<file path="src/rtl/module_bcd_segment_driver.sv">
// Binary-to-BCD converter (double dabble) feeding a multiplexed
// 3-digit active-low seven-segment display with leading-zero blanking.
module module_bcd_segment_driver #(
  parameter int SCAN_PERIOD = 50000
) (
  input  logic        clk_in,
  input  logic        rst_in,
  input  logic [7:0]  value_in,
  output logic [11:0] bcd_out,
  output logic        busy,
  output logic [6:0]  seg_n,
  output logic [2:0]  an_n
);

  localparam int CW = (SCAN_PERIOD > 1) ? $clog2(SCAN_PERIOD) : 1;
  localparam logic [CW-1:0] SCAN_LAST = CW'(SCAN_PERIOD - 1);

  typedef enum logic [1:0] {
    IDLE,
    CONV,
    LOAD
  } state_t;

  state_t        state_q, state_d;
  logic [7:0]    s1_q, s1_d;
  logic [7:0]    s2_q, s2_d;
  logic [7:0]    last_q, last_d;
  logic [19:0]   sr_q, sr_d;
  logic [2:0]    iter_q, iter_d;
  logic [11:0]   bcd_q, bcd_d;
  logic          busy_q, busy_d;
  logic [CW-1:0] scan_q, scan_d;
  logic [1:0]    dig_q, dig_d;
  logic [2:0]    an_q, an_d;
  logic [6:0]    seg_q, seg_d;

  logic [19:0]   adj;
  logic [3:0]    nib;
  logic          blank;

  function automatic logic [6:0] enc7(input logic [3:0] d);
    logic [6:0] s;
    case (d)
      4'd0:    s = 7'b1000000;
      4'd1:    s = 7'b1111001;
      4'd2:    s = 7'b0100100;
      4'd3:    s = 7'b0110000;
      4'd4:    s = 7'b0011001;
      4'd5:    s = 7'b0010010;
      4'd6:    s = 7'b0000010;
      4'd7:    s = 7'b1111000;
      4'd8:    s = 7'b0000000;
      4'd9:    s = 7'b0010000;
      default: s = 7'b1111111;
    endcase
    return s;
  endfunction

  // Converter FSM and double-dabble datapath
  always_comb begin
    state_d = state_q;
    s1_d    = value_in;
    s2_d    = s1_q;
    last_d  = last_q;
    sr_d    = sr_q;
    iter_d  = iter_q;
    bcd_d   = bcd_q;
    busy_d  = busy_q;
    adj     = sr_q;
    for (int i = 0; i < 3; i++) begin
      if (adj[8+4*i +: 4] >= 4'd5) begin
        adj[8+4*i +: 4] = adj[8+4*i +: 4] + 4'd3;
      end
    end
    case (state_q)
      IDLE: begin
        if (s2_q != last_q) begin
          sr_d    = {12'd0, s2_q};
          last_d  = s2_q;
          iter_d  = 3'd0;
          busy_d  = 1'b1;
          state_d = CONV;
        end
      end
      CONV: begin
        sr_d   = {adj[18:0], 1'b0};
        iter_d = iter_q + 3'd1;
        if (iter_q == 3'd7) begin
          state_d = LOAD;
        end
      end
      LOAD: begin
        bcd_d   = sr_q[19:8];
        busy_d  = 1'b0;
        state_d = IDLE;
      end
      default: state_d = IDLE;
    endcase
  end

  // Digit scan; an_n and seg_n follow the next digit index
  always_comb begin
    scan_d = scan_q + CW'(1);
    dig_d  = dig_q;
    if (scan_q == SCAN_LAST) begin
      scan_d = '0;
      dig_d  = (dig_q == 2'd2) ? 2'd0 : dig_q + 2'd1;
    end
    nib   = bcd_q[3:0];
    blank = 1'b0;
    an_d  = 3'b110;
    unique case (1'b1)
      (dig_d == 2'd1): begin
        nib   = bcd_q[7:4];
        blank = (bcd_q[7:4] == 4'd0) && (bcd_q[11:8] == 4'd0);
        an_d  = 3'b101;
      end
      (dig_d == 2'd2): begin
        nib   = bcd_q[11:8];
        blank = (bcd_q[11:8] == 4'd0);
        an_d  = 3'b011;
      end
      default: begin
        nib   = bcd_q[3:0];
        blank = 1'b0;
        an_d  = 3'b110;
      end
    endcase
    seg_d = blank ? 7'b1111111 : enc7(nib);
  end

  always_ff @(posedge clk_in) begin
    if (rst_in) begin
      state_q <= IDLE;
      s1_q    <= '0;
      s2_q    <= '0;
      last_q  <= '0;
      sr_q    <= '0;
      iter_q  <= '0;
      bcd_q   <= '0;
      busy_q  <= 1'b0;
      scan_q  <= '0;
      dig_q   <= '0;
      an_q    <= 3'b110;
      seg_q   <= 7'b1000000;
    end else begin
      state_q <= state_d;
      s1_q    <= s1_d;
      s2_q    <= s2_d;
      last_q  <= last_d;
      sr_q    <= sr_d;
      iter_q  <= iter_d;
      bcd_q   <= bcd_d;
      busy_q  <= busy_d;
      scan_q  <= scan_d;
      dig_q   <= dig_d;
      an_q    <= an_d;
      seg_q   <= seg_d;
    end
  end

  assign bcd_out = bcd_q;
  assign busy    = busy_q;
  assign seg_n   = seg_q;
  assign an_n    = an_q;

endmodule

</file>
<file path="config.mk">
export PLATFORM = sky130hd
export DESIGN_NAME = module_bcd_segment_driver
export DESIGN_NICKNAME = d
export VERILOG_FILES = /design/src/rtl/module_bcd_segment_driver.sv
export SDC_FILE = /design/constraint.sdc
export NUM_CORES = 1
export LEC_CHECK = 0
export BUFFER_PORTS_ARGS = -buffer_cell sky130_fd_sc_hd__buf_2
export CELL_PAD_IN_SITES_DETAIL_PLACEMENT = 1
export CELL_PAD_IN_SITES_GLOBAL_PLACEMENT = 1
export CORE_ASPECT_RATIO = 2
export CORE_MARGIN = 8
export CORE_UTILIZATION = 32
export CTS_CLUSTER_DIAMETER = 200
export DETAILED_ROUTE_END_ITERATION = 8
export PLACE_DENSITY = 0.68
export SLEW_MARGIN = 20
export SYNTH_ARGS = -nofsm -noshare
export SYNTH_HDL_FRONTEND = slang
export SYNTH_SLANG_ARGS = --single-unit
</file>
<file path="constraint.sdc">
create_clock -name clk_in -period 5.3 [get_ports clk_in]
set_input_delay 1.06 -clock clk_in [delete_from_list [all_inputs] [get_ports clk_in]]
set_output_delay 1.06 -clock clk_in [all_outputs]
set_load 0.01 [all_outputs]
</file>
==> key figures <==
Pwr
  – Cell area power density: ~340 nW/um^2
  – Psw: between 300 and 400 uW
  – Clock power share: 0.464
  – LEAKAGE: 1.64 nW
  – Sequential share of power: 0.476
  – Pint: between 1 and 1.5 mW
  – Combinational Power Share: 0.061
  – Peak VDD IR: about 0.16 mV
  – Fraction of power spent switching nets: 0.232
  – Overall power: approximately 1.5 mW

STA
  – Clock Skew: 0.00857 ns
  – Worst setup margin: 1.67 ns
  – Relative slew slack: 0.378
  – Fin. Hold Viols: 0
  – Fmax: between 0.2 and 0.3 GHz
  – Unrepaired setup endpoints after global routing: no
  – Slew @ Worst Pin: 0.927 ns
  – Max Slew Vio Count: 0
  – Tcrit/Tclk final: 0.685
  – Setup tns final: 0 ns
  – Fin crit period: ~3.6 ns
  – Setup-failing EPs final: 0

Finish
  – Commonest non-fill, non-tap cell in the layout: dfxtp_1
  – Multi-input logic area: approximately 1800 sq um
  – Layout cells sized above 1: 0.119
  – Fillcell total: 1407
  – Total Nets Final: ~480
  – Area growth from synthesis to layout: 15.8%
  – FF+latch area: roughly 1800 sq um
  – N_diodes: 0
  – Most frequent cells in the layout: 90 x dfxtp_1, 62 x nand2_1, 50 x nor2_1, 39 x a21oi_1, 32 x buf_2

CTS
  – Sink Count: 90
  – Setup bufs post-CTS: 0
  – Post-cts repair resize count: 0
  – TritonCTS clock tree: built
  – Htree depth: 3
  – Clk buf depth: 2
  – Root Driver: clkbuf_16
  – Clock-pin slew on the worst setup and hold paths: roughly 0.07 ns
  – CTS Buf Count: 9
  – Hold bufs inserted after CTS: 0
  – Worst-Skew Late Latency: 0.34 ns

Flow run
  – Max cap viols: 0

Global route
  – Total gr overflow: 0
  – Initial antenna violation count: 0
  – Pin count of the biggest net entering global routing: 52
  – Vias in the first global route: about 3000
  – First-pass GRT wire length: about 14 mm
  – GRT Util Overall: 0.109

Yosys
  – Synth cell types: 41
  – Post-Synthesis Cells: approximately 430
  – Register area share after synthesis: 0.481
  – Most used DFF post-synth: dfxtp_1
  – EDFF count, synth: 0
  – Async SR Flop Fraction: 0
  – Flops & latches, synth: 90
  – Yosys warns: 0
  – Mapped Avg Cell Area: 8.72 sq um
  – Mapped Nets: 455
  – Mapped Area: approximately 3700 sq um

Drt
  – Initial DRC count: about 110
  – Met1 wire length: 3.74 mm
  – WL met2: ~4 mm
  – Max layer used: met4
  – Vias per Instance: ~4.8
  – Metal3 WL: around 310 microns
  – Final routed DRC violation total: 0
  – Wire length per cell: about 13 microns
  – Vias: between 2000 and 3000
  – Detail Route Antenna Nets: 0
  – Number of detailed-route iterations in the first pass: 4
  – DRT Wirelength: approximately 8 mm

Place
  – Post-place setup slack: 1.66 ns
  – Hpwl dp: between 5 and 6 mm
  – Routability congestion estimate: 0.796
  – PortBufs: 32

Setup path
  – CP required: 5.57 ns
  – Worst setup EP type: register
  – Arrival time worst endpoint: 3.90 ns
  – Crit start category: register
  – Critical path class: register to register
  – Crit path max fanout: 10

Status
  – Status: finished, final reports clean

Worst hold path
  – Hold Path Class: register to register

Die
  – Starting density of the core: 0.324
  – # IOs: 33
  – FP Rows: between 50 and 60
  – Core Box Area: between 10000 and 15000 sq um
  – Width of the chip: 92.5 microns
  – Die area: about 16000 sq um
  – Die Y: roughly 170 microns
-- through the flow --
stage	hold WS (ns)	util	area, sq um	instances
after global routing	0.455	0.375	4330	606
after detailed placement	0.427	0.347	4010	590
after floorplan	0.414	-	3740	429
after global placement	0.417	0.347	4010	590
final	0.435	0.375	4330	606
after CTS	0.444	0.375	4330	606
-- critical path, stage by stage, from the launching register on --
cell	delay (ns)
dfxtp_1	0.37
or4_4	0.56
nor4_4	0.31
mux2i_1	0.34
inv_1	0.08
ha_1	0.44
inv_1	0.10
o21ai_0	0.51
ha_1	0.35
or3_1	0.37
a21oi_1	0.14
-- power groups by stage --
stage / Sequential [mW] / Clock (mW) / Combinational [mW]
floorplan: 0.718 / 0 / 0.0678
finish: 0.704 / 0.687 / 0.0900
global placement: 0.719 / 0 / 0.0900
detailed placement: 0.720 / 0 / 0.0906
CTS: 0.704 / 0.709 / 0.0914
global route: 0.706 / 0.735 / 0.0998
-- layer usage --
metal	vias up	global-route usage
met3	11	0.0266
li1	1492	-
met1	1380	0.128
met4	0	0.0487
met2	36	0.182
met5	-	0
-- layout make-up --
type | count | share of cell area
multi-input combinational | 303 | 0.411
inverter | 17 | 0.0147
clock buffer | 9 | 0.0520
clock inverter | 7 | 0.0228
tap | 145 | 0.0419
timing repair buffer | 35 | 0.0421
sequential | 90 | 0.416
-- cells by family after synthesis --
| group | share of synthesized area |
|---|---|
| fa+ha+maj | 0.0535 |
| simple gates | 0.216 |
| compound gates | 0.135 |
| xor+xnor | 0.0632 |
| buf+inv | 0.0428 |
| mux | 0.00802 |
| flops | 0.481 |
-- final timing paths --
path | startpoint | end | slack (ns) | depth (start not counted)
worst max-delay path | scan_q[10]$_SDFF_PP0_ | seg_n[1]$_SDFF_PP0_ | 1.67 | 10
worst min-delay path | s1_q[7]$_SDFF_PP0_ | s2_q[7]$_SDFF_PP0_ | 0.44 | 1
worst max register to register | scan_q[10]$_SDFF_PP0_ | seg_n[1]$_SDFF_PP0_ | 1.67 | 10
worst min register to register | s1_q[7]$_SDFF_PP0_ | s2_q[7]$_SDFF_PP0_ | 0.44 | 1
-- cells in the mapped netlist, types with 2 or more instances --
library cell  count  area (sq um)
o211ai_1          7          52.6
xor2_1            8          70.1
nor3_1            6          30.0
or3_1             2          12.5
nor2b_1          19           119
a31oi_1           7          43.8
inv_1            17          63.8
dfxtp_1          90          1800
nand4_1           6          37.5
a22oi_1           8          60.1
nor4_1            2          12.5
o21ai_0          14          70.1
nor2_1           50           188
ha_1             16           200
nand3b_1          4          30.0
a21oi_1          39           195
nand2b_1          6          37.5
buf_2             2          10.0
nand2_1          62           233
xnor2_1          19           166
mux2i_1           3          30.0
nand3_1           8          40.0
a21o_1            3          22.5
clkbuf_1         14          52.6
-- flip-flops by register name, summed over array words and instances (netlist names), 2 cells and up --
register  flops
sr_q         20
bcd_out      12
dig_q         2
iter_q        3
last_q        8
an_n          3
s2_q          8
s1_q          8
scan_q       16
seg_n         7
state_q       2
(Power assumes the default switching activity.)
